### config.mk
export PLATFORM = sky130hd
export DESIGN_NAME = conv2d_seq_engine
export DESIGN_NICKNAME = d
export VERILOG_FILES = /design/src/rtl/conv2d_seq_engine.sv
export SDC_FILE = /design/constraint.sdc
export NUM_CORES = 2
export LEC_CHECK = 0
export CORE_AREA = 4 4 520 522
export CTS_CLUSTER_DIAMETER = 30
export DETAILED_ROUTE_END_ITERATION = 7
export DIE_AREA = 0 0 524 526
export HOLD_SLACK_MARGIN = 0.05
export SLEW_MARGIN = 20
export SYNTH_ARGS = -nofsm -noshare
export SYNTH_HDL_FRONTEND = slang
export SYNTH_SLANG_ARGS = --single-unit
### constraint.sdc
create_clock -name clk -period 157.3 [get_ports clk]
set_input_delay 47.19 -clock clk [delete_from_list [all_inputs] [get_ports clk]]
set_output_delay 47.19 -clock clk [all_outputs]
set_load 0.02 [all_outputs]
### src/rtl/conv2d_seq_engine.sv
// Sequential 2-D convolution engine: captures flat tensor/weight/bias buses, then computes
// each output with one time-multiplexed signed MAC and streams results over valid/ready.
module conv2d_seq_engine #(
    parameter int unsigned DATA_WIDTH   = 32,
    parameter int unsigned ACC_WIDTH    = 64,
    parameter int unsigned IN_CHANNELS  = 2,
    parameter int unsigned IN_HEIGHT    = 4,
    parameter int unsigned IN_WIDTH     = 4,
    parameter int unsigned OUT_CHANNELS = 1,
    parameter int unsigned KERNEL_SIZE  = 2,
    parameter int unsigned STRIDE       = 2,
    parameter int unsigned PADDING      = 0,
    parameter int unsigned RELU_EN      = 0,
    localparam int unsigned OUT_HEIGHT  = (IN_HEIGHT + 2 * PADDING - KERNEL_SIZE) / STRIDE + 1,
    localparam int unsigned OUT_WIDTH   = (IN_WIDTH + 2 * PADDING - KERNEL_SIZE) / STRIDE + 1,
    localparam int unsigned N_OUT       = OUT_CHANNELS * OUT_HEIGHT * OUT_WIDTH,
    localparam int unsigned IDX_WIDTH   = (N_OUT > 1) ? $clog2(N_OUT) : 1
) (
    input  logic                                                  clk,
    input  logic                                                  rst,
    input  logic                                                  start,
    input  logic [IN_CHANNELS*IN_HEIGHT*IN_WIDTH*DATA_WIDTH-1:0]  input_tensor_flat,
    input  logic [OUT_CHANNELS*IN_CHANNELS*KERNEL_SIZE*KERNEL_SIZE*DATA_WIDTH-1:0] weights_flat,
    input  logic [OUT_CHANNELS*DATA_WIDTH-1:0]                    bias_flat,
    output logic                                                  busy,
    output logic                                                  out_valid,
    input  logic                                                  out_ready,
    output logic [DATA_WIDTH-1:0]                                 out_data,
    output logic [IDX_WIDTH-1:0]                                  out_index,
    output logic                                                  done
);

    localparam int unsigned N_IN = IN_CHANNELS * IN_HEIGHT * IN_WIDTH;
    localparam int unsigned N_W  = OUT_CHANNELS * IN_CHANNELS * KERNEL_SIZE * KERNEL_SIZE;
    localparam int unsigned IN_AW = (N_IN > 1) ? $clog2(N_IN) : 1;
    localparam int unsigned W_AW  = (N_W > 1) ? $clog2(N_W) : 1;
    localparam int unsigned B_AW  = (OUT_CHANNELS > 1) ? $clog2(OUT_CHANNELS) : 1;
    localparam int unsigned CW    = 16;

    localparam logic [CW-1:0] C_LAST   = CW'(IN_CHANNELS - 1);
    localparam logic [CW-1:0] K_LAST   = CW'(KERNEL_SIZE - 1);
    localparam logic [CW-1:0] O_LAST   = CW'(OUT_CHANNELS - 1);
    localparam logic [CW-1:0] OY_LAST  = CW'(OUT_HEIGHT - 1);
    localparam logic [CW-1:0] OX_LAST  = CW'(OUT_WIDTH - 1);
    localparam logic [CW-1:0] STRIDE_C = CW'(STRIDE);
    localparam logic [CW-1:0] PAD_C    = CW'(PADDING);
    localparam logic [CW-1:0] IH_C     = CW'(IN_HEIGHT);
    localparam logic [CW-1:0] IW_C     = CW'(IN_WIDTH);
    localparam logic [CW-1:0] IC_C     = CW'(IN_CHANNELS);
    localparam logic [CW-1:0] K_C      = CW'(KERNEL_SIZE);
    localparam logic [CW-1:0] OH_C     = CW'(OUT_HEIGHT);
    localparam logic [CW-1:0] OW_C     = CW'(OUT_WIDTH);
    localparam logic [CW-1:0] IH_END   = CW'(IN_HEIGHT + PADDING);
    localparam logic [CW-1:0] IW_END   = CW'(IN_WIDTH + PADDING);
    localparam logic [CW-1:0] CNT_ONE  = CW'(1);

    localparam logic signed [ACC_WIDTH-1:0] SAT_MAX =
        {{(ACC_WIDTH - DATA_WIDTH + 1){1'b0}}, {(DATA_WIDTH - 1){1'b1}}};
    localparam logic signed [ACC_WIDTH-1:0] SAT_MIN =
        {{(ACC_WIDTH - DATA_WIDTH + 1){1'b1}}, {(DATA_WIDTH - 1){1'b0}}};

    typedef enum logic [2:0] {StIdle, StCapture, StInit, StMac, StOut, StFin} state_e;

    state_e r_state;
    state_e w_state_next;

    logic signed [DATA_WIDTH-1:0] r_in [N_IN];
    logic signed [DATA_WIDTH-1:0] r_w  [N_W];
    logic signed [DATA_WIDTH-1:0] r_b  [OUT_CHANNELS];

    logic [CW-1:0] r_o, r_oy, r_ox, r_c, r_ky, r_kx;
    logic signed [ACC_WIDTH-1:0] r_acc;
    logic [DATA_WIDTH-1:0]       r_out_data;
    logic [IDX_WIDTH-1:0]        r_out_index;

    logic [CW-1:0]                 w_iy_p, w_ix_p;
    logic                          w_in_range;
    logic [IN_AW-1:0]              w_in_idx;
    logic [W_AW-1:0]               w_w_idx;
    logic [B_AW-1:0]               w_b_idx;
    logic signed [2*DATA_WIDTH-1:0] w_prod;
    logic signed [ACC_WIDTH-1:0]   w_term, w_acc_sum;
    logic [DATA_WIDTH-1:0]         w_res;
    logic                          w_mac_last, w_out_last;

    // Coordinates are kept in the padded frame so the bounds test stays unsigned.
    assign w_iy_p     = r_oy * STRIDE_C + r_ky;
    assign w_ix_p     = r_ox * STRIDE_C + r_kx;
    assign w_in_range = (w_iy_p >= PAD_C) && (w_iy_p < IH_END) &&
                        (w_ix_p >= PAD_C) && (w_ix_p < IW_END);
    assign w_in_idx   = IN_AW'((r_c * IH_C + (w_iy_p - PAD_C)) * IW_C + (w_ix_p - PAD_C));
    assign w_w_idx    = W_AW'(((r_o * IC_C + r_c) * K_C + r_ky) * K_C + r_kx);
    assign w_b_idx    = B_AW'(r_o);
    assign w_prod     = r_in[w_in_idx] * r_w[w_w_idx];
    assign w_term     = w_in_range ? ACC_WIDTH'(w_prod) : '0;
    assign w_acc_sum  = r_acc + w_term;
    assign w_mac_last = (r_c == C_LAST) && (r_ky == K_LAST) && (r_kx == K_LAST);
    assign w_out_last = (r_o == O_LAST) && (r_oy == OY_LAST) && (r_ox == OX_LAST);

    always_comb begin
        w_res = w_acc_sum[DATA_WIDTH-1:0];
        if ((RELU_EN != 0) && (w_acc_sum < 0)) begin
            w_res = '0;
        end else if (w_acc_sum > SAT_MAX) begin
            w_res = {1'b0, {(DATA_WIDTH - 1){1'b1}}};
        end else if (w_acc_sum < SAT_MIN) begin
            w_res = {1'b1, {(DATA_WIDTH - 1){1'b0}}};
        end
    end

    always_ff @(posedge clk) begin
        if (rst) begin
            r_state <= StIdle;
        end else begin
            r_state <= w_state_next;
        end
    end

    always_comb begin
        w_state_next = r_state;
        busy         = 1'b1;
        out_valid    = 1'b0;
        done         = 1'b0;
        unique case (r_state)
            StIdle: begin
                busy = 1'b0;
                if (start) w_state_next = StCapture;
            end
            StCapture: w_state_next = StInit;
            StInit:    w_state_next = StMac;
            StMac: begin
                if (w_mac_last) w_state_next = StOut;
            end
            StOut: begin
                out_valid = 1'b1;
                if (out_ready) w_state_next = w_out_last ? StFin : StInit;
            end
            StFin: begin
                done         = 1'b1;
                w_state_next = StIdle;
            end
            default: w_state_next = StIdle;
        endcase
    end

    // Operand buffers are only written during capture, so they need no reset.
    always_ff @(posedge clk) begin
        if (r_state == StCapture) begin
            for (int i = 0; i < int'(N_IN); i++) begin
                r_in[i] <= input_tensor_flat[i*DATA_WIDTH +: DATA_WIDTH];
            end
            for (int i = 0; i < int'(N_W); i++) begin
                r_w[i] <= weights_flat[i*DATA_WIDTH +: DATA_WIDTH];
            end
            for (int i = 0; i < int'(OUT_CHANNELS); i++) begin
                r_b[i] <= bias_flat[i*DATA_WIDTH +: DATA_WIDTH];
            end
        end
    end

    always_ff @(posedge clk) begin
        if (rst) begin
            r_o         <= '0;
            r_oy        <= '0;
            r_ox        <= '0;
            r_c         <= '0;
            r_ky        <= '0;
            r_kx        <= '0;
            r_acc       <= '0;
            r_out_data  <= '0;
            r_out_index <= '0;
        end else begin
            case (r_state)
                StCapture: begin
                    r_o  <= '0;
                    r_oy <= '0;
                    r_ox <= '0;
                end
                StInit: begin
                    r_acc <= ACC_WIDTH'(r_b[w_b_idx]);
                    r_c   <= '0;
                    r_ky  <= '0;
                    r_kx  <= '0;
                end
                StMac: begin
                    r_acc <= w_acc_sum;
                    if (r_kx == K_LAST) begin
                        r_kx <= '0;
                        if (r_ky == K_LAST) begin
                            r_ky <= '0;
                            r_c  <= r_c + CNT_ONE;
                        end else begin
                            r_ky <= r_ky + CNT_ONE;
                        end
                    end else begin
                        r_kx <= r_kx + CNT_ONE;
                    end
                    if (w_mac_last) begin
                        r_out_data  <= w_res;
                        r_out_index <= IDX_WIDTH'((r_o * OH_C + r_oy) * OW_C + r_ox);
                    end
                end
                StOut: begin
                    if (out_ready) begin
                        if (r_ox == OX_LAST) begin
                            r_ox <= '0;
                            if (r_oy == OY_LAST) begin
                                r_oy <= '0;
                                r_o  <= r_o + CNT_ONE;
                            end else begin
                                r_oy <= r_oy + CNT_ONE;
                            end
                        end else begin
                            r_ox <= r_ox + CNT_ONE;
                        end
                    end
                end
                default: ;
            endcase
        end
    end

    assign out_data  = r_out_data;
    assign out_index = r_out_index;

endmodule

# --- Word-level counts from Yosys, hierarchy flattened ---
# Memory sizes are Yosys's and may differ from the RTL's.
# Index checks and enable logic that the tools add are counted.
classes:
  multipliers: 1
  eq_ne: 17
  n_reduce_logical: 18
  order_cmp: 6
  n_addsub: 16
  n_mux: 33
op_table:
  columns: ["op", "n"]
  rows:
  - ["16-bit 2-to-1 mux", 13]
  - ["16-bit one-hot mux with 2 select lines", 6]
  - ["64-bit one-hot mux with 2 select lines", 1]
  - ["16-bit by 1-bit adder with 16-bit output (second input constant)", 6]
  - ["16-bit by 1-bit equality test with 1-bit output (second input constant)", 5]
  - ["64-bit adder", 1]
  - ["64-bit by 32-bit > comparator with 1-bit output (second input constant)", 1]
  - ["64-bit by 32-bit < comparator with 1-bit output (second input constant)", 1]
  - ["32-bit by 32-bit multiplier with 64-bit output", 1]
  - ["32-bit 2-to-1 mux", 2]
  - ["64-bit 2-to-1 mux", 1]
  - ["16-bit adder", 2]
  - ["16-bit by 1-bit greater-or-equal comparator with 1-bit output (second input constant)", 2]
  - ["16-bit by 3-bit < comparator with 1-bit output (second input constant)", 2]
  - ["16-bit logical NOT", 1]
  - ["3-bit one-hot mux with 5 select lines", 1]
  - ["2-bit != test (second input constant)", 7]
  - ["3-bit 2-to-1 mux", 4]
  - ["3-bit AND reduction", 3]
  - ["1-bit logical AND", 7]
  - ["3-bit adder", 2]
  - ["3-bit by 2-bit equality test with 1-bit output (second input constant)", 2]
  - ["3-bit equality test (second input constant)", 2]
  - ["2-bit AND reduction", 3]
  - ["other kinds (8)", 15]
word_totals:
  register_bits: 197
  in_bits: 1316
  ram_bits: 1312
  n_memories: 3
  wordCells: 104
memory_table:
  columns: ["name", "words", "word_bits", "rd", "rd_clocked_by_memory_dff", "write_ports", "line", "rtl"]
  rows:
  - ["r_in", 32, 32, 1, 0, 32, "67", "logic signed [DATA_WIDTH-1:0] r_in [N_IN];"]
  - ["r_w", 8, 32, 1, 0, 8, "68", "logic signed [DATA_WIDTH-1:0] r_w [N_W];"]
  - ["r_b", 1, 32, 1, 0, 1, "69", "logic signed [DATA_WIDTH-1:0] r_b [OUT_CHANNELS];"]

# --- Depth between registers and ports, before layout ---
depth:
  ltp_word: 10
  mapped_depth: 60
  ltp_nobuf: 55

# --- Worst setup path after synthesis ---
# No wires, ideal clock.
synth_timing:
  kind: "register to register"
  startpoint: "register r_state[1]"
  endpoint: "register r_o[12]"
  slack_ps: 59275
  stages_incl_launch_ff: 11
  arrival_ps: 97955
  n_path_buf: 2
  setup_time_ps: 70
  path_cell_list: "dfxtp_1 -> clkbuf_1 -> nor3_1 -> o22a_1 -> and2_1 -> clkbuf_1 -> and3_1 -> nor2b_1 -> nand4_1 -> or3_1 -> a21oi_1"
synth_between:
  elab_chain_len: 3
  word_cells_on_any_way: 8
  classes_between: "5 x eq/ne; 1 x mux; 2 x reduce/logical"
synth_rtl:
  columns: ["item", "line", "rtl"]
  rows:
  - ["from (decl)", "64", "state_e r_state;"]
  - ["from (signal assigned)", "113", "r_state <= StIdle;"]
  - ["from (signal assigned)", "115", "r_state <= w_state_next;"]
  - ["3-bit equality test or 3-bit by 1-bit equality test with 1-bit output (tied branches)", "173", "case (r_state)"]
  - ["2-bit != test (no line) or 2-bit nonzero test (tied branches)", null, null]
  - ["4-bit AND reduction (no line)", null, null]
  - ["to (signal assigned)", "209", "r_o <= r_o + CNT_ONE;"]
  - ["to (decl)", "71", "logic [CW-1:0] r_o, r_oy, r_ox, r_c, r_ky, r_kx;"]
# Several ways; a longest one is shown, not always the timed one.
# A chain may end at the register's enable or synchronous reset.

# --- Worst setup path in the final report ---
layout_timing:
  startpoint: "register r_state[0]"
  endpoint: "output port out_valid"
layout_between:
  elab_chain_len: 2
layout_rtl:
  columns: ["item", "line", "rtl"]
  rows:
  - ["3-bit equality test", "124", "unique case (r_state)"]
  - ["1-bit 2-to-1 mux", "124", null]
  - ["to (decl)", "26", "output logic out_valid,"]
# No other way between the ends.

==> impl_metrics.py <==
metrics = {
    "detailed_routing": {
        "drt-initial-drc-count": 5501,
        "wl_per_cell_um": 27.79,
        "vias_per_cell": 5.217,
        "routed-via-count": 67894,
        "drtPass1Iterations": 6,
        "drcViolationCount": 0,
        "wirelength_um": 361600,
        "ant_nets": 0,
    },
    "worst_hold_path": {
        "hp-class": "register to register",
        "hp-start": "out_index[0]",
    },
    "layout": {
        "area_growth_pct": 30.63,
        "fillers": 22861,
        "seqCellArea_um2": 43350,
        "fin_area_um2": 130200,
        "multi_input_comb_area_um2": 51690,
        "drive_gt1_frac": 0.1732,
        "fin_nets": 11781,
    },
    "timing": {
        "max_freq_ghz": 0.01983,
        "finalHoldViolCount": 0,
        "fin_crit_sh": 0.3206,
        "worst_hold_slack_ns": 0.4528,
        "post-route-min-period_ns": 50.43,
        "worstMarginPinSlew_ns": 1.075,
        "setup_viol": 0,
        "setup_ws_ns": 106.87,
        "rsz0062_at_grt": "false",
        "fin_skew_ns": 0.08754,
        "relSlewSlack": 0.2834,
        "maxSlewViolCount": 0,
        "setup_tns_ns": 0,
    },
    "floorplanning": {
        "dieArea_um2": 275600,
        "core.rowCount": 189,
        "die_h_um": 526,
        "io_pins": 1353,
        "core_um2": 265100,
        "start_util": 0.3760,
        "die_w_um": 524,
    },
    "synthesis": {
        "synthMostInstantiatedCell": "edfxtp_1",
        "synth_edf_count": 1312,
        "synth_common_cells": "1312 x edfxtp_1, 1086 x fa_1, 1041 x inv_1",
        "synthFlopType": "edfxtp_1",
        "synth_seq_area_share": 0.4348,
        "yosys.cell_types.count": 90,
        "synth.top_cell.area_share": 0.3952,
        "syn_nets": 10363,
        "synth.avg_cell_area_um2": 12.99,
        "synthArstFlopShare": 0,
        "ys_ff_latch": 1509,
        "syn-cell-area_um2": 99680,
        "synth_top_cell_by_area": "edfxtp_1",
        "ys_top_cells_by_area": "edfxtp_1 40%, fa_1 22%, mux4_2 8.7%",
        "syn-instance-count": 7672,
        "yosys_warnings": 0,
    },
    "status": {
        "status": "finished, final reports clean",
    },
    "clock_tree": {
        "clockBufferDepth": 4,
        "cts_tree": "built",
        "ctsRootBufferMaster": "clkbuf_16",
        "clock_latency_ns": 0.92,
        "cts_max_level": 5,
        "hold_buffers": 0,
        "cts_buffers": 347,
        "clkSinkCount": 1509,
        "clkSlewWorstSetupHoldPaths_ns": 0.04,
        "post-cts-setup-buffer-count": 0,
        "post_cts_resized": 0,
    },
    "global_routing": {
        "antenna_found_initial": 165,
        "grt_pass1_wl_um": 515500,
        "overflow": 0,
        "track_usage": 0.2595,
        "grt_max_degree": 195,
        "first_global_vias": 71934,
    },
    "placed_design": {
        "placed_cell_area_um2": 117800,
        "gp_congestion": 0.9104,
        "dpl.hpwl_um": 287000,
        "post-place-ws_ns": 107.35,
        "port_buffers": 1352,
    },
    "critical_path": {
        "cp-end-kind": "primary output",
        "r2r_slack_ns": 139.45,
        "critPathArrivalTime_ns": 3.24,
        "critPathLaunchType": "register",
        "rr_startpoint": "r_ox[0]",
        "required_ns": 110.11,
        "crit_fanout": 34,
        "critical_path_class": "register to primary output",
        "crit_start": "r_state[0]",
    },
    "job": {
        "drv_cap": 0,
    },
}
[cell families after synthesis]
family,Yosys count,share of synthesized area
xor+xnor,199,0.01749
simple gates,1974,0.09498
fa+ha+maj,1375,0.2544
mux,482,0.09660
buf+inv,1434,0.05483
compound gates,699,0.04691
flops,1509,0.4348
[final cells by class]
| cell class | instances | share of cell area |
|---|---|---|
| multi-input cells | 4729 | 0.3970 |
| inverters | 1042 | 0.03004 |
| flip-flops and latches | 1509 | 0.3329 |
| clock inverters | 230 | 0.02349 |
| well taps | 3533 | 0.03395 |
| repair buffers | 1461 | 0.1109 |
| diodes | 99 | 0.001903 |
| clock buffers | 412 | 0.06990 |
[cell usage in the layout, fill, tap and decap left out, types with 40 or more instances in the layout]
master / instances
a211oi_1: 63
mux2i_4: 54
a21oi_1: 208
nand4_1: 62
clkinvlp_4: 42
ha_1: 286
nor2_1: 913
edfxtp_1: 1312
or2_2: 447
clkbuf_16: 351
clkdlybuf4s50_1: 1351
nand2_1: 210
and2_1: 40
buf_4: 103
nor3_1: 68
o21ai_0: 120
fa_1: 1084
dfxtp_1: 195
a21o_1: 76
bufinv_16: 50
nand3_1: 59
diode_2: 99
clkbuf_1: 52
xnor2_1: 98
mux4_2: 384
clkinv_2: 61
inv_1: 1041
xor2_1: 99
[metrics by stage]
| stage | utilization | instances |
|---|---|---|
| CTS | 0.4901 | 12915 |
| global route | 0.4908 | 12967 |
| finish | 0.4912 | 13015 |
| detailed placement | 0.4443 | 12273 |
| global placement | 0.4443 | 12273 |
| floorplan | - | 7672 |
[registers in the layout (all words and copies together), names as in the netlist, 32 cells and up]
signal	count
out_data	32
r_acc	64
r_b	32
r_in	1024
r_w	256
[critical path: stages, from the launching register on]
cell             delay (ns)
dfxtp_2                0.84
inv_2                  0.46
nand3b_1               0.31
inv_1                  0.18
clkdlybuf4s50_1        0.58
[worst paths after layout]
check,endpoint,cells past startpoint
worst min register to register,out_index[0],2
worst min-delay path,out_index[0],2
worst max register to register,out_data[7],46
worst max-delay path,out_valid,4
[metal layers]
metal / vias up / track usage / part of all wire
li1: 29290 / - / -
met1: 35231 / 0.3211 / 0.38
met2: 2649 / 0.4473 / 0.51
met3: 626 / 0.06202 / 0.075
met4: 98 / 0.08122 / 0.031
met5: - / 0 / 0.0018
Power is not shown: default switching activity piles up to over one toggle a cycle in this logic, so the estimate is an artifact.
